==> config.mk <==
export PLATFORM = sky130hd
export DESIGN_NAME = pixel_window_ctrl_flat
export DESIGN_NICKNAME = d
export VERILOG_FILES = /design/src/rtl/sobel_pkg.sv /design/src/rtl/pixel_window_ctrl_if.sv /design/src/rtl/lb_rot_mux.sv /design/src/rtl/pixel_window_ctrl.sv /design/src/flat_wrapper.sv
export SDC_FILE = /design/constraint.sdc
export NUM_CORES = 1
export LEC_CHECK = 0
export ABC_AREA = 1
export BUFFER_PORTS_ARGS = -buffer_cell sky130_fd_sc_hd__buf_2
export CAP_MARGIN = 30
export CORE_ASPECT_RATIO = 0.7
export CORE_MARGIN = 3
export CORE_UTILIZATION = 48
export DETAILED_ROUTE_END_ITERATION = 12
export PLACE_DENSITY = 0.83
export SYNTH_ARGS = -nofsm -noshare
export SYNTH_HDL_FRONTEND = slang
export SYNTH_SLANG_ARGS = --single-unit
==> constraint.sdc <==
create_clock -name clk -period 2.9 [get_ports clk]
set_input_delay 0.145 -clock clk [delete_from_list [all_inputs] [get_ports clk]]
set_output_delay 0.145 -clock clk [all_outputs]
set_load 0.02 [all_outputs]
==> src/rtl/sobel_pkg.sv <==
// Shared types and constants for the pixel window controller.
// Line width default, buffer count, window width, FSM encoding.
package sobel_pkg;

  localparam int LINE_W_DEF = 1280;
  localparam int NUM_LB     = 4;
  localparam int WIN_W      = 72;

  typedef enum logic {
    ST_IDLE = 1'b0,
    ST_READ = 1'b1
  } state_t;

  // Read strobe mask: three buffers starting at sel, wrapping mod 4.
  function automatic logic [NUM_LB-1:0] rot3(input logic [1:0] sel);
    logic [2*NUM_LB-1:0] t;
    t = {4'b0111, 4'b0111} << sel;
    return t[2*NUM_LB-1:NUM_LB];
  endfunction

endpackage

==> src/rtl/pixel_window_ctrl_if.sv <==
// Pixel stream / line buffer / window bundle.
// master = pixel source + buffers, slave = controller.
interface pixel_window_ctrl_if;
  import sobel_pkg::*;

  logic              pixel_valid_in;
  logic [7:0]        pixel_in;
  logic [NUM_LB-1:0] lb_wr_valid;
  logic [7:0]        lb_wr_data;
  logic [NUM_LB-1:0] lb_rd;
  logic [23:0]       lb_data0;
  logic [23:0]       lb_data1;
  logic [23:0]       lb_data2;
  logic [23:0]       lb_data3;
  logic [WIN_W-1:0]  window_out;
  logic              window_valid;
  logic              line_done_intr;
  logic              ovf_err;

  modport master (
    output pixel_valid_in, pixel_in,
    output lb_data0, lb_data1, lb_data2, lb_data3,
    input  lb_wr_valid, lb_wr_data, lb_rd,
    input  window_out, window_valid,
    input  line_done_intr, ovf_err
  );

  modport slave (
    input  pixel_valid_in, pixel_in,
    input  lb_data0, lb_data1, lb_data2, lb_data3,
    output lb_wr_valid, lb_wr_data, lb_rd,
    output window_out, window_valid,
    output line_done_intr, ovf_err
  );

endinterface

==> src/rtl/lb_rot_mux.sv <==
// Rotating 4-to-3 row select: rows sel, sel+1, sel+2 (mod 4).
// i_sel, i_d0..i_d3 in; o_win = {top, mid, bottom} out.
module lb_rot_mux
  import sobel_pkg::*;
(
  input  logic [1:0]       i_sel,
  input  logic [23:0]      i_d0,
  input  logic [23:0]      i_d1,
  input  logic [23:0]      i_d2,
  input  logic [23:0]      i_d3,
  output logic [WIN_W-1:0] o_win
);

  logic [23:0] w_d [NUM_LB];

  assign w_d[0] = i_d0;
  assign w_d[1] = i_d1;
  assign w_d[2] = i_d2;
  assign w_d[3] = i_d3;

  // 2-bit index arithmetic wraps mod 4 by itself.
  assign o_win = {w_d[i_sel],
                  w_d[i_sel + 2'd1],
                  w_d[i_sel + 2'd2]};

endmodule

==> src/rtl/pixel_window_ctrl.sv <==
// 3x3 window controller over four rotating line buffers.
// clk, rst_n plain; pixel in, buffer strobes, window out on bus.
module pixel_window_ctrl
  import sobel_pkg::*;
#(
  parameter int LINE_W = LINE_W_DEF
) (
  input  logic clk,
  input  logic rst_n,
  pixel_window_ctrl_if.slave bus
);

  localparam int CW = $clog2(LINE_W);
  localparam logic [CW-1:0] COL_LAST = CW'(LINE_W - 1);
  localparam logic [12:0] FILL_RD  = 13'(3 * LINE_W);
  localparam logic [12:0] FILL_MAX = 13'(4 * LINE_W);

  state_t      r_state;
  logic [CW-1:0] r_wr_cnt;
  logic [CW-1:0] r_rd_cnt;
  logic [1:0]  r_wr_sel;
  logic [1:0]  r_rd_sel;
  logic [12:0] r_fill;
  logic        r_ovf;
  logic        r_line_done;

  logic w_rd;
  logic w_drop;
  logic w_wr;

  assign w_rd   = (r_state == ST_READ);
  // Full with no read this cycle: pixel has nowhere to go.
  assign w_drop = bus.pixel_valid_in
               && (r_fill == FILL_MAX) && !w_rd;
  assign w_wr   = bus.pixel_valid_in && !w_drop;

  assign bus.lb_wr_valid = (w_wr && rst_n)
                         ? (4'b0001 << r_wr_sel) : '0;
  assign bus.lb_wr_data  = bus.pixel_in;
  assign bus.lb_rd       = w_rd ? rot3(r_rd_sel) : '0;
  assign bus.window_valid   = w_rd;
  assign bus.line_done_intr = r_line_done;
  assign bus.ovf_err        = r_ovf;

  lb_rot_mux u_mux (
    .i_sel (r_rd_sel),
    .i_d0  (bus.lb_data0),
    .i_d1  (bus.lb_data1),
    .i_d2  (bus.lb_data2),
    .i_d3  (bus.lb_data3),
    .o_win (bus.window_out)
  );

  always_ff @(posedge clk or negedge rst_n) begin
    if (!rst_n) begin
      r_wr_cnt <= '0;
      r_wr_sel <= '0;
      r_ovf    <= 1'b0;
    end else begin
      if (w_drop) r_ovf <= 1'b1;
      if (w_wr) begin
        if (r_wr_cnt == COL_LAST) begin
          r_wr_cnt <= '0;
          r_wr_sel <= r_wr_sel + 2'd1;
        end else begin
          r_wr_cnt <= r_wr_cnt + CW'(1);
        end
      end
    end
  end

  always_ff @(posedge clk or negedge rst_n) begin
    if (!rst_n) begin
      r_fill <= '0;
    end else begin
      unique case (1'b1)
        w_wr && !w_rd: r_fill <= r_fill + 13'd1;
        w_rd && !w_wr: r_fill <= r_fill - 13'd1;
        default:       r_fill <= r_fill;
      endcase
    end
  end

  always_ff @(posedge clk or negedge rst_n) begin
    if (!rst_n) begin
      r_state     <= ST_IDLE;
      r_rd_cnt    <= '0;
      r_rd_sel    <= '0;
      r_line_done <= 1'b0;
    end else begin
      r_line_done <= 1'b0;
      unique case (r_state)
        ST_IDLE: begin
          if (r_fill >= FILL_RD) r_state <= ST_READ;
        end
        ST_READ: begin
          if (r_rd_cnt == COL_LAST) begin
            r_state     <= ST_IDLE;
            r_rd_cnt    <= '0;
            r_rd_sel    <= r_rd_sel + 2'd1;
            r_line_done <= 1'b1;
          end else begin
            r_rd_cnt <= r_rd_cnt + CW'(1);
          end
        end
      endcase
    end
  end

endmodule

==> src/flat_wrapper.sv <==
// flat-port wrapper written by rule: the top's interface ports become plain ports
module pixel_window_ctrl_flat import sobel_pkg::*;
#(
  parameter int LINE_W = LINE_W_DEF
)
  (clk, rst_n, bus_pixel_valid_in, bus_pixel_in, bus_lb_data0, bus_lb_data1, bus_lb_data2, bus_lb_data3, bus_lb_wr_valid, bus_lb_wr_data, bus_lb_rd, bus_window_out, bus_window_valid, bus_line_done_intr, bus_ovf_err);
  pixel_window_ctrl_if bus_i ();
  input  logic clk;
  input  logic rst_n;
  input wire logic [$bits(bus_i.pixel_valid_in)-1:0] bus_pixel_valid_in;
  input wire logic [$bits(bus_i.pixel_in)-1:0] bus_pixel_in;
  input wire logic [$bits(bus_i.lb_data0)-1:0] bus_lb_data0;
  input wire logic [$bits(bus_i.lb_data1)-1:0] bus_lb_data1;
  input wire logic [$bits(bus_i.lb_data2)-1:0] bus_lb_data2;
  input wire logic [$bits(bus_i.lb_data3)-1:0] bus_lb_data3;
  output wire logic [$bits(bus_i.lb_wr_valid)-1:0] bus_lb_wr_valid;
  output wire logic [$bits(bus_i.lb_wr_data)-1:0] bus_lb_wr_data;
  output wire logic [$bits(bus_i.lb_rd)-1:0] bus_lb_rd;
  output wire logic [$bits(bus_i.window_out)-1:0] bus_window_out;
  output wire logic [$bits(bus_i.window_valid)-1:0] bus_window_valid;
  output wire logic [$bits(bus_i.line_done_intr)-1:0] bus_line_done_intr;
  output wire logic [$bits(bus_i.ovf_err)-1:0] bus_ovf_err;
  assign bus_i.pixel_valid_in = bus_pixel_valid_in;
  assign bus_i.pixel_in = bus_pixel_in;
  assign bus_i.lb_data0 = bus_lb_data0;
  assign bus_i.lb_data1 = bus_lb_data1;
  assign bus_i.lb_data2 = bus_lb_data2;
  assign bus_i.lb_data3 = bus_lb_data3;
  assign bus_lb_wr_valid = bus_i.lb_wr_valid;
  assign bus_lb_wr_data = bus_i.lb_wr_data;
  assign bus_lb_rd = bus_i.lb_rd;
  assign bus_window_out = bus_i.window_out;
  assign bus_window_valid = bus_i.window_valid;
  assign bus_line_done_intr = bus_i.line_done_intr;
  assign bus_ovf_err = bus_i.ovf_err;
  pixel_window_ctrl #(.LINE_W(LINE_W)) u_core (.clk(clk), .rst_n(rst_n), .bus(bus_i));
endmodule
* Word level (Yosys, flattened, before mapping)
Cells that the tools add are included.
** Storage, ports and cells
- Register bits after elaboration :: 42
- Bits of input ports :: 107
- Output and inout bits :: 91
- Logic and storage cells :: 59
** Cells by class
- Add/subtract/negate cells :: 7
- $lt $le $gt $ge :: 4
- Equality and inequality tests :: 3
- Shift operators :: 2
- Mux-type cells :: 19
- Bitwise operators :: 4
- Reduce and logical (&&, ||, !) cells :: 12
** Operators with widths (count)
- binary-select mux 24 bit (select 2 bit) :: 3
- 2-to-1 mux 24 bit :: 6
- one-hot mux 13 bit (2 select lines) :: 1
- adder 11 x 1 -> 11 bit (second input constant) :: 2
- equality test 11 bit (second input constant) :: 2
- 2-to-1 mux 11 bit :: 2
- adder 13 x 1 -> 13 bit (second input constant) :: 1
- equality test 13 bit (second input constant) :: 1
- greater-or-equal comparator 13 x 12 -> 1 bit (second input constant) :: 1
- subtractor 13 x 1 -> 13 bit (second input constant) :: 1
- greater-or-equal comparator 3 bit (second input constant) :: 3
- NOT 2 -> 3 bit :: 3
- 2-to-1 mux 4 bit :: 2
- left shift 7 x 2 -> 8 bit (first input constant) :: 1
- logical AND 1 bit :: 6
- adder 2 x 1 -> 2 bit (second input constant) :: 2
- 2-to-1 mux 1 bit :: 4
- AND reduction 2 bit :: 2
- left shift 1 x 2 -> 4 bit (first input constant) :: 1
- logical NOT 1 bit :: 3
- adder 2 bit (second input constant) :: 1
- one-hot mux 1 bit (2 select lines) :: 1
- nonzero test 2 bit :: 1
- NOT 1 bit :: 1

* Logic depth before layout (Yosys ltp)
Gate-level depths: netlist (run 1).
- Word-level depth :: 8
- Gate-level depth with buffers :: 14

* Hierarchy
From an unflattened synthesis (run 1), not the netlist that was laid out.
** Second synthesis, totals
- Cells, all modules :: 990
- Area total of the unflattened synthesis :: 5332.6 um^2
** By module, submodules not included
- pixel_window_ctrl :: times used 1, cells each 398, area each 2876.5 um^2
- lb_rot_mux :: times used 1, cells each 592, area each 2456.1 um^2

* Least setup slack after synthesis (run 1)
Ideal clock, no wire load.
- Path kind :: reg-to-reg
- Start :: register u_core.r_state, in the netlist u_core.bus.window_valid
- End :: register u_core.r_fill[6]
- Arrival time :: 2.405 ns
- Required time :: 2.783 ns
- Slack :: 0.378 ns
- Cell stages (with the launch flop) :: 13
- Buffers on the path :: 2
- Clock period less this slack :: 2.522 ns
- Cell sequence :: dfrtp_1 > buf_6 > nand2_1 > clkbuf_1 > inv_1 > fa_1 > nand3_1 > nand2_1 > nand2_1 > nand2_1 > or2_2 > nand3_2 > nand2_1
** On the way
- Cells in the longest elaborated chain, start to end :: 7
- Elaborated cells on any way between the ends :: 9
- Classes of those cells :: mux: 1; reduce/logical: 8
** Ends and longest elaborated chain
- start, declared :: RTL line pixel_window_ctrl.sv:18 : state_t r_state;
- start signal, assigned :: RTL line pixel_window_ctrl.sv:86 : r_state <= ST_IDLE;
- start signal, assigned :: RTL line pixel_window_ctrl.sv:94 : if (r_fill >= FILL_RD) r_state <= ST_READ;
- start signal, assigned :: RTL line pixel_window_ctrl.sv:98 : r_state <= ST_IDLE;
- logical NOT 1 bit :: RTL line pixel_window_ctrl.sv:34, pixel_window_ctrl.sv:77
- logical AND 1 bit :: RTL line pixel_window_ctrl.sv:34 : && (r_fill == FILL_MAX) && !w_rd;
- logical NOT 1 bit :: RTL line pixel_window_ctrl.sv:35 : assign w_wr = bus.pixel_valid_in && !w_drop;
- logical AND 1 bit :: RTL line pixel_window_ctrl.sv:35
- logical NOT 1 bit :: RTL line pixel_window_ctrl.sv:78 : w_rd && !w_wr: r_fill <= r_fill - 13'd1;
- logical AND 1 bit :: RTL line pixel_window_ctrl.sv:78
- one-hot mux 13 bit (2 select lines) / nonzero test 2 bit (equally long branches)
- end signal, assigned :: RTL line pixel_window_ctrl.sv:77 : w_wr && !w_rd: r_fill <= r_fill + 13'd1;
- end signal, assigned :: RTL line pixel_window_ctrl.sv:78
- end signal, assigned :: RTL line pixel_window_ctrl.sv:79 : default: r_fill <= r_fill;
- end, declared :: RTL line pixel_window_ctrl.sv:23 : logic [12:0] r_fill;
Several ways; a longest one is shown, not always the timed one.
A chain may end at the register's enable or synchronous reset.

* Final worst setup path (run 1)
- Start :: register u_core.r_rd_sel[0]
- End :: output port bus_window_out[42]
** On the way
- Cells in the longest elaborated chain, start to end :: 5
** Ends and longest elaborated chain
- start, declared :: RTL line pixel_window_ctrl.sv:22 : logic [1:0] r_rd_sel;
- start signal, assigned :: RTL line pixel_window_ctrl.sv:100 : r_rd_sel <= r_rd_sel + 2'd1;
- adder 2 x 1 -> 2 bit :: RTL line lb_rot_mux.sv:23 : w_d[i_sel + 2'd1],
- NOT 2 -> 3 bit (not written as such) :: RTL line lb_rot_mux.sv:23
- binary-select mux 24 bit (select 2 bit) :: RTL line lb_rot_mux.sv:23
- 2-to-1 mux 24 bit (not written as such) (2 in series) :: RTL line lb_rot_mux.sv:23
- end, declared :: RTL line flat_wrapper.sv:19 : output wire logic [$bits(bus_i.window_out)-1:0] bus_window_out;
No other way between the ends. The select of a mux whose other input is x is not followed.

==> results by group, run 1 <==
Synthesis
  • Synthesized cell area: between 4000 and 5000 um2
  • Share of the synthesized area in the top cell type: 22.52%
  • Area leader, netlist: dfrtp_1
  • Ranking of synthesized cells by area: dfrtp_1 23%, nand2_1 12%, o21ai_0 12%
  • Post-Syn Nets: roughly 850
  • Sequential area share after synthesis: a little under a quarter
  • Register bit count reported by yosys: 42
  • Syn Area/Cell: around 6.5 um2
  • YS warnings: 0
  • Post-Syn Instances: ~720
  • Synth unique cells: 36

Min path
  • Hold Path Depth: 4
  • Hold Crit Class: in2reg

Cells and area
  • Fin util: between 60 and 70%
  • Post-layout instance area: between 5000 and 6000 um2
  • Share of layout cells above drive strength 1: between 20% and 30%
  • Layout Area Growth over Synthesis: 23.51%
  • Antenna cells: 0
  • Final #Nets: around 1000

Critical path
  • Slowest CP cell: inv_1
  • CP most frequent cell: inv_1
  • Reg2Reg Depth: 12
  • Critical-path cell list: inv_1 > ha_1 > inv_1 > o21ai_0 > o22ai_1 > buf_2
  • Crit path DAT: roughly 2200 ps
  • CP Capture Type: primary output
  • Worst Setup Start Kind: register
  • WP data required: roughly 2800 ps
  • CP Max Fanout: 24
  • CP max stage delay: 540 ps
  • Critical path class: reg2out

Detailed routing
  • DR iter-0 viols: roughly 470
  • DRT Pass-1 Iters: 5
  • Remaining antenna violation count: 0
  • Via density: approximately 5
  • Total routed wirelength: between 10000 and 15000 um
  • Via count: ~5100
  • DR WL/cell: around 14 um
  • # DRC: 0

Place
  • Place WS: 829.8 ps
  • DP Wirelength: 10520 um
  • Post-place instance area: roughly 5600 um2
  • PortBufs: between 150 and 200
  • GP Congestion: around 0.95

Clock network
  • Post-CTS sizing: 0
  • CTS tree: done
  • Worst-path clk slew: approximately 60 ps
  • CTS Sinks: between 40 and 50
  • H-tree depth: 2
  • Root buf cell: clkbuf_16
  • Post-CTS Hold Buffers: 1
  • Inserted Clock Buffers: 5
  • Clock Latency Late Sink: about 280 ps
  • Post-CTS Setup Bufs: 0
  • Max Root-Sink Buffers: 2

Timing
  • Hold Fails Final Rpt: 0
  • Worst Skew: approximately 6.1 ps
  • Final worst setup slack: 556.1 ps
  • Setup violators final: 0
  • Total Neg Setup Slack: 0 ps
  • Worst-Margin Slew: 725.8 ps
  • Slew Viols, Final: 0
  • Worst slew margin: around half
  • Min Tclk post-route: 2344 ps
  • Fmax: roughly 430 MHz
  • Fin crit share: 80.82%
  • RSZ-0062 raised after global routing: false

Global route
  • First-pass GRT wire length: between 20000 and 25000 um
  • Vias in the first global route: around 4300
  • Initial antenna violation count: 0
  • Largest net degree at the start of global routing: 100
  • Total congestion overflow: 0
  • Tot GR Track Use: between 20% and 30%

Die
  • Chip height: between 80 and 90 um
  • Die width: 123.9 um
  • Die area: between 10000 and 15000 um2
  • Io pins: 198
  • Initial core utilization: roughly half
  • Core area: 9253 um2
  • Num rows: 29

Power
  • P_leak: 3.060 nW
  • Pwr Density: 358.2 nW/um2
  • Max IR drop VDD: about 0.20 mV
  • Total power draw: 2.065 mW

Run status
  • Status: completed

Job
  • # Max-Cap Violations: 0
==> layer usage <==
layer	up-vias	share of wire (%)	track usage, %
met3	14	6.7	3.834
met5	-	0	0
met4	0	0.89	4.121
li1	2667	-	-
met2	183	44	33.25
met1	2265	49	36.36
==> area by class of cell <==
| type | instances | area [um2] |
|---|---|---|
| well taps | 124 | 155.1 |
| fillers | 861 | 3488 |
| flip-flops and latches | 42 | 1055 |
| clock inverters | 1 | 30.03 |
| inverters | 87 | 326.6 |
| repair buffers | 191 | 996.0 |
| clock buffers | 7 | 132.6 |
| multi-input cells | 547 | 3069 |
==> synth_stat cells <==
cell	n
a21oi_1	9
a21oi_2	1
and3_2	2
buf_1	4
buf_2	8
buf_4	10
buf_6	2
clkbuf_1	18
dfrtp_1	42
fa_1	1
ha_1	21
inv_1	86
inv_2	1
mux2i_1	48
nand2_1	155
nand2_2	3
nand2_4	2
nand3_1	37
nand3_2	6
nand3b_1	2
nand4_1	6
nor2_1	83
nor2_2	1
nor2_4	2
nor2_8	1
nor3_1	6
nor3_2	1
nor3b_1	1
o211ai_1	1
o21ai_0	108
o21ai_1	1
o21bai_1	1
o22ai_1	24
or2_2	5
xnor2_1	3
xor2_1	16
==> state kept, by name, summed over array words and instances (netlist names) <==
register and cells:
u_core.r_fill 13, u_core.bus.window_valid 1, u_core.r_rd_sel 2, u_core.bus.ovf_err 1
u_core.r_wr_cnt 11, u_core.r_wr_sel 2, u_core.r_rd_cnt 11, u_core.bus.line_done_intr 1
==> critical path, delay by kind of cell, from the launching register on <==
| kind | cells | cell delay (ps) |
|---|---|---|
| AO/OA/AOI/OAI | 2 | 380 |
| adder cells (fa/ha/maj) | 1 | 240 |
| buffers and inverters | 3 | 810 |
| flip-flops | 1 | 480 |
==> worst paths after layout <==
path,startpoint,end,slack (ps)
max,u_core.r_rd_sel[0],bus_window_out[42],560
min,bus_pixel_valid_in,u_core.r_wr_cnt[6],270
max reg2reg,u_core.bus.window_valid,u_core.r_fill[6],870
min reg2reg,u_core.bus.ovf_err,u_core.bus.ovf_err,460
max in group asynchronous,rst_n,u_core.r_rd_sel[0],2020
min in group asynchronous,rst_n,u_core.r_wr_cnt[3],480
==> per-stage QoR <==
stage,hold slack (ps),cells
floorplan,-150.6,718
global placement,259.6,990
detailed placement,262.9,990
CTS,269.3,999
global route,290.0,999
finish,269.3,999
==> where the power goes <==
part / switching [mW] / internal (mW) / leakage (nW)
sequential: 0.105 / 0.676 / 0.551
clock: 0.215 / 0.407 / 0.0781
combinational: 0.397 / 0.265 / 2.43
total: 0.717 / 1.35 / 3.06
==> logic make-up after synthesis <==
group	after synthesis	synth area share (%)
multiplexers	48	10.29
adder cells (fa/ha/maj)	22	6.059
flip-flops	42	22.52
XOR/XNOR	19	3.566
AND/OR/NAND/NOR	313	29.46
buffers and inverters	129	11.72
AO/OA/AOI/OAI	145	16.38
==> layout by cell type (no fill, tap or decap), types with 3 or more instances in the layout <==
master	netlist	routed
nor2_1	83	83
xnor2_1	3	3
o21ai_0	108	108
ha_1	21	21
nor3_1	6	6
clkbuf_16	0	5
nand4_1	6	6
nand2_2	3	3
o22ai_1	24	24
nand3_1	37	37
mux2i_1	48	48
a21oi_1	9	9
xor2_1	16	16
or2_2	5	5
buf_4	10	8
inv_1	86	86
nand3_2	6	6
dfrtp_1	42	41
buf_2	8	181
nand2_1	155	155
Note: power is estimated with default switching activity, not from simulation.
==> run 2, diff against run 1 <==
--- a/config.mk
+++ b/config.mk
@@ -10,9 +10,9 @@
 export CAP_MARGIN = 30
 export CORE_ASPECT_RATIO = 0.7
 export CORE_MARGIN = 3
-export CORE_UTILIZATION = 48
+export CORE_UTILIZATION = 45
 export DETAILED_ROUTE_END_ITERATION = 12
-export PLACE_DENSITY = 0.83
+export PLACE_DENSITY = 0.82
 export SYNTH_ARGS = -nofsm -noshare
 export SYNTH_HDL_FRONTEND = slang
 export SYNTH_SLANG_ARGS = --single-unit
==> constraint.sdc (replaced) <==
create_clock -name clk -period 2 [get_ports clk]
set_input_delay 0.1 -clock clk [delete_from_list [all_inputs] [get_ports clk]]
set_output_delay 0.1 -clock clk [all_outputs]
set_load 0.02 [all_outputs]
==> run 2 against run 1 <==
Final cell count increased by 1.1%; die area increased by 6.3%; sequential share of layout area decreased by 1.0 points; setup slack got worse by 480 ps; sequential power increased by 47%; count of clock-buffer cells in the layout decreased by 1; critical endpoint is now bus_window_out[43]; largest cell class unchanged; largest power group unchanged.
==> results by group, run 2 (same netlist as run 1, synthesis figures left out) <==
Die
  • Num rows: 30
  • Die area: between 10000 and 15000 um2
  • Core area: about 10000 um2
  • Initial core utilization: ~47%
  • Io pins: between 150 and 200
  • Die width: approximately 130 um
  • Chip height: ~91 um

Critical path
  • Critical-path cell list: inv_2 > ha_4 > inv_2 > buf_12 > o21ai_0 > o22ai_2 > buf_6
  • Reg2Reg Capture Point: u_core.r_fill[10]
  • Critical path class: reg2out
  • Worst Setup Start Kind: register
  • CP Capture Type: primary output
  • Crit path DAT: roughly 1800 ps
  • Slowest CP cell: dfrtp_4
  • Critical R2R Launch: u_core.bus.window_valid
  • Flop2flop setup slack: 140 ps
  • Reg2Reg Depth: 11
  • CP max stage delay: around 520 ps
  • CP Max Fanout: 12
  • WP data required: ~1900 ps
  • CP most frequent cell: inv_2

Timing
  • RSZ-0062 raised after global routing: false
  • Hold Fails Final Rpt: 0
  • Min Tclk post-route: approximately 1900 ps
  • Slew Viols, Final: 0
  • Setup violators final: 0
  • Worst-Margin Slew: approximately 530 ps
  • Fin crit share: a little over nine tenths
  • Fmax: approximately 520 MHz
  • Total Neg Setup Slack: 0 ps
  • Worst Skew: roughly 6.3 ps
  • Hold WS: approximately 200 ps
  • Worst slew margin: approximately 65%

Power
  • Max IR drop VDD: 0.3580 mV
  • Total power draw: 3.027 mW
  • P_leak: 3.155 nW
  • Pwr Density: between 400 and 500 nW/um2

Global route
  • Initial antenna violation count: 0
  • Met1 global-route usage: approximately a third
  • GRT Max-Usage Layer: met2
  • Tot GR Track Use: between 20 and 25%
  • Vias in the first global route: approximately 4600
  • Total congestion overflow: 0
  • Largest net degree at the start of global routing: 100
  • Met3 Track Usage GR: roughly 4.5%
  • First-pass GRT wire length: 22160 um
  • M2 GR Usage: ~34%

Min path
  • Hold EP: bus_lb_wr_data[4]
  • Hold Path Origin: bus_pixel_in[4]
  • Hold Path Depth: 0
  • Hold Crit Class: in2out

Detailed routing
  • DRT Pass-1 Iters: 5
  • Via density: 5.271
  • DR WL/cell: 14.42 um
  • # DRC: 0
  • Remaining antenna violation count: 0
  • Via count: between 5000 and 6000
  • Total routed wirelength: about 15000 um
  • DR iter-0 viols: 458

Place
  • GP Congestion: 0.9580
  • PortBufs: roughly 180
  • DP Wirelength: ~11000 um
  • Post-place instance area: between 5000 and 6000 um2

Run status
  • Status: completed

Clock network
  • CTS tree: done
  • Clock Latency Late Sink: 290 ps
  • Max Root-Sink Buffers: 2
  • Worst-path clk slew: 60 ps
  • H-tree depth: 2
  • Root buf cell: clkbuf_16
  • CTS Sinks: 42
  • Inserted Clock Buffers: 5

Cells and area
  • Area of the multi-input gates: between 3000 and 4000 um2
  • Max FFs per register: 13
  • Top Registers: u_core.r_fill: 13 flops, u_core.r_rd_cnt: 11 flops, u_core.r_wr_cnt: 11 flops
  • FF+latch area: 1056 um2
  • Post-layout instance area: 6107 um2
  • Final #Nets: around 1000
  • Biggest register: u_core.r_fill
  • Share of layout cells above drive strength 1: between 30 and 40%
  • Most common cell after layout, fill and taps aside: buf_2
  • Antenna cells: 0
  • Layout Area Growth over Synthesis: 30.86%
  • # fillers: 912
  • Leading cell types in the layout, fill and taps excluded: 178 x buf_2, 153 x nand2_1, 108 x o21ai_0, 83 x inv_1, 82 x nor2_1

Job
  • # Max-Cap Violations: 0
==> run 2: critical path, delay by kind of cell, from the launching register on <==
kind | cells | cell delay, ps
buffers and inverters | 4 | 500
AO/OA/AOI/OAI | 2 | 300
adder cells (fa/ha/maj) | 1 | 220
flip-flops | 1 | 520
==> run 2: how the worst max path moves through the flow <==
stage / slack [ps] / cells past startpoint / startpoint / end
floorplan: -160 / 12 / u_core.bus.window_valid / u_core.r_fill[6]
global placement: 50 / 10 / u_core.bus.window_valid / u_core.r_fill[7]
detailed placement: -40 / 10 / u_core.bus.window_valid / u_core.r_fill[11]
CTS: 8 / 6 / u_core.r_rd_sel[0] / bus_window_out[43]
global route: 2 / 11 / u_core.bus.window_valid / u_core.r_fill[9]
finish: 70 / 7 / u_core.r_rd_sel[0] / bus_window_out[43]
==> run 2: per-stage QoR <==
stage / worst slack (ps) / util (%) / cells
global placement: 52.11 / 58.55 / 998
global route: 2.482 / 61.63 / 1010
CTS: 7.971 / 60.63 / 1008
finish: 72.06 / 61.63 / 1010
floorplan: -157.4 / - / 718
detailed placement: -41.28 / 58.55 / 998
==> run 2: layout make-up <==
cell class	count	share of cell area (%)
Timing Repair Buffer	198	18.64
Inverter	87	5.409
Sequential cell	42	17.29
Tap cell	128	2.622
Multi-Input combinational cell	547	53.55
Clock buffer	6	2.274
Clock inverter	2	0.2049
==> run 2: layer usage <==
| metal | part of all wire (%) | vias to the layer above |
|---|---|---|
| li1 | - | 2668 |
| met2 | 45 | 219 |
| met4 | 1.4 | 0 |
| met1 | 46 | 2413 |
| met3 | 7.4 | 24 |
| met5 | 0 | - |
==> run 2: power by group <==
group | total (mW) | switching [mW] | internal (mW) | leakage (nW)
Clock | 0.831 | 0.336 | 0.494 | 0.0729
Combinational | 1.05 | 0.605 | 0.445 | 2.53
Sequential | 1.15 | 0.168 | 0.980 | 0.550
Total | 3.03 | 1.11 | 1.92 | 3.16
==> run 2: timing repair <==
action	CTS	global route
gates cloned	0	2
pin swaps	0	1
setup endpoints to repair	3	42
setup buffers	1	0
gates resized for setup	3	13
endpoints found under the hold margin	42	0
hold buffers	1	0
==> run 3, diff against run 2 <==
--- a/config.mk
+++ b/config.mk
@@ -13,6 +13,7 @@
 export CORE_UTILIZATION = 45
 export DETAILED_ROUTE_END_ITERATION = 12
 export PLACE_DENSITY = 0.82
+export RECOVER_POWER = 100
 export SYNTH_ARGS = -nofsm -noshare
 export SYNTH_HDL_FRONTEND = slang
 export SYNTH_SLANG_ARGS = --single-unit
==> run 3 against run 2 <==
Final cell count did not move; first-iteration DRC count fell by 5.0%; critical path depth did not move.
==> results by group, run 3 (same netlist as run 1, synthesis figures left out) <==
Run status
  • Status: completed

Detailed routing
  • Via density: approximately 5.2
  • # DRC: 0
  • Remaining antenna violation count: 0
  • Via count: 5298
  • DRT Pass-1 Iters: 5
  • Total routed wirelength: 14500 um
  • DR WL/cell: ~14 um
  • DR iter-0 viols: 435

Place
  • Post-place instance area: a little under 6000 um2
  • Placed cells: roughly 1000
  • GP Congestion: around 0.96
  • PortBufs: ~180
  • Place WS: -41.28 ps
  • DP Wirelength: 10770 um

Cells and area
  • # fillers: 935
  • Top Registers: u_core.r_fill: 13 flops, u_core.r_rd_cnt: 11 flops, u_core.r_wr_cnt: 11 flops
  • Share of layout cells above drive strength 1: roughly 27%
  • Leading cell types in the layout, fill and taps excluded: 155 x nand2_1, 108 x o21ai_0, 102 x buf_2, 83 x inv_1, 83 x nor2_1
  • Non-filler instance count after layout: 1010
  • Layout Area Growth over Synthesis: 29.22%
  • Post-layout instance area: about 6000 um2
  • Area of the multi-input gates: approximately 3300 um2
  • Biggest register: u_core.r_fill
  • Final #Nets: about 1000
  • FF+latch area: 1056 um2
  • Max FFs per register: 13
  • Most common cell after layout, fill and taps aside: nand2_1
  • Antenna cells: 0

Power
  • Clock Power Share: 27.6%
  • Psw: ~1.1 mW
  • Internal power: between 1.5 and 2 mW
  • Pwr Density: 500.0 nW/um2
  • Seq pwr share: between 30 and 40%
  • Total power draw: slightly above 3 mW
  • Max IR drop VDD: approximately 0.36 mV
  • Switching portion of total power: 36.71%
  • Comb power frac: roughly 34%
  • P_leak: 3.080 nW

Job
  • # Max-Cap Violations: 0

Timing
  • Fin crit share: around 96%
  • Worst slew margin: 31.21%
  • Worst Skew: roughly 6.2 ps
  • Setup violators final: 0
  • RSZ-0062 raised after global routing: false
  • Total Neg Setup Slack: 0 ps
  • Slew Viols, Final: 0
  • Hold Fails Final Rpt: 0
  • Min Tclk post-route: ~1900 ps
  • Final worst setup slack: 78.07 ps
  • Fmax: between 500 and 600 MHz
  • Worst-Margin Slew: roughly 1000 ps

Die
  • Core area: just under 10000 um2
  • Io pins: 198
  • Initial core utilization: between 40% and 50%
  • Num rows: 30
  • Die area: 11650 um2
  • Die width: 127.7 um
  • Chip height: a little over 90 um

Min path
  • Hold Path Depth: 0
  • Hold Crit Class: in2out
  • Hold Path Origin: bus_pixel_in[4]
  • Hold EP: bus_lb_wr_data[4]

Critical path
  • Reg2Reg Capture Point: u_core.r_fill[10]
  • Flop2flop setup slack: ~140 ps
  • CP Capture Type: primary output
  • Worst Setup Start Kind: register
  • Critical R2R Launch: u_core.bus.window_valid
  • Reg2Reg Depth: 11
  • Critical path class: reg2out
  • CP Max Fanout: 12
  • Crit path DAT: between 1500 and 2000 ps
  • WP data required: around 1900 ps

Global route
  • Total congestion overflow: 0
  • First-pass GRT wire length: 22160 um
  • Tot GR Track Use: between 20% and 30%
  • Vias in the first global route: between 4000 and 5000
  • Largest net degree at the start of global routing: 100
  • Initial antenna violation count: 0

Clock network
  • Worst-path clk slew: approximately 60 ps
  • CTS Sinks: between 40 and 50
  • H-tree depth: 2
  • Root buf cell: clkbuf_16
  • Inserted Clock Buffers: 5
  • Clock Latency Late Sink: between 200 and 300 ps
  • CTS tree: done
  • Max Root-Sink Buffers: 2
-- run 3: cell types whose count changed in the layout (fill, tap and decap cells not counted), moves of 2 or more --
cell      previous run  this run
clkbuf_2             0        55
nand2_1            153       155
buf_2              178       102
clkbuf_1             0        25
buf_6                2         4
buf_4               11         6
-- run 3: final cells by class --
type                       instances  share of cell area, %
clock buffer                       6                  2.303
clock inverter                     2                 0.2075
inverter                          87                  5.477
sequential                        42                  17.51
multi-input combinational        547                  53.94
timing repair buffer             198                  17.90
tap                              128                  2.656
-- run 3: power groups by stage --
stage | combinational, mW | sequential, mW | clock, mW
finish | 1.04 | 1.15 | 0.832
global route | 1.17 | 1.16 | 0.881
CTS | 1.04 | 1.14 | 0.850
detailed placement | 1.02 | 1.15 | 0
global placement | 1.00 | 1.14 | 0
floorplan | 0.700 | 1.10 | 0
-- run 3: worst max path at each step --
stage | start | end | slack, ps | depth (start not counted)
CTS | u_core.r_rd_sel[0] | bus_window_out[43] | 8 | 6
detailed placement | u_core.bus.window_valid | u_core.r_fill[11] | -40 | 10
floorplan | u_core.bus.window_valid | u_core.r_fill[6] | -160 | 12
global route | u_core.bus.window_valid | u_core.r_fill[9] | 2 | 11
global placement | u_core.bus.window_valid | u_core.r_fill[7] | 50 | 10
finish | u_core.r_rd_sel[0] | bus_window_out[43] | 80 | 7
-- run 3: routing by layer --
layer	global-route usage (%)	part of all wire (%)	vias to the layer above
met5	0	0	-
met4	5.212	1.5	0
met3	4.468	7.5	29
met2	34.23	45	192
met1	33.37	46	2407
li1	-	-	2670
-- run 3: timing repair --
| action | CTS | global route |
|---|---|---|
| resized for setup | 3 | 13 |
| hold buffers | 1 | 0 |
| pin swaps | 0 | 1 |
| gates cloned | 0 | 2 |
| setup buffers | 1 | 0 |
| endpoints found under the hold margin | 42 | 0 |
| endpoints found under the setup margin | 3 | 42 |
-- run 3: stage by stage --
step           util, %  hold slack, ps
6_report         60.86           200.0
5_1_grt          60.86           200.0
4_1_cts          60.63           200.1
3_5_place_dp     58.55           200.1
3_3_place_gp     58.55           200.1
2_1_floorplan        -          -195.6
-- run 3: worst max-delay path, stage by stage (launching register included) --
cell and delay (ps):
dfrtp_4 510, inv_2 110, ha_4 210, inv_2 100, buf_12 140, o21ai_0 100
o22ai_2 200, buf_6 150
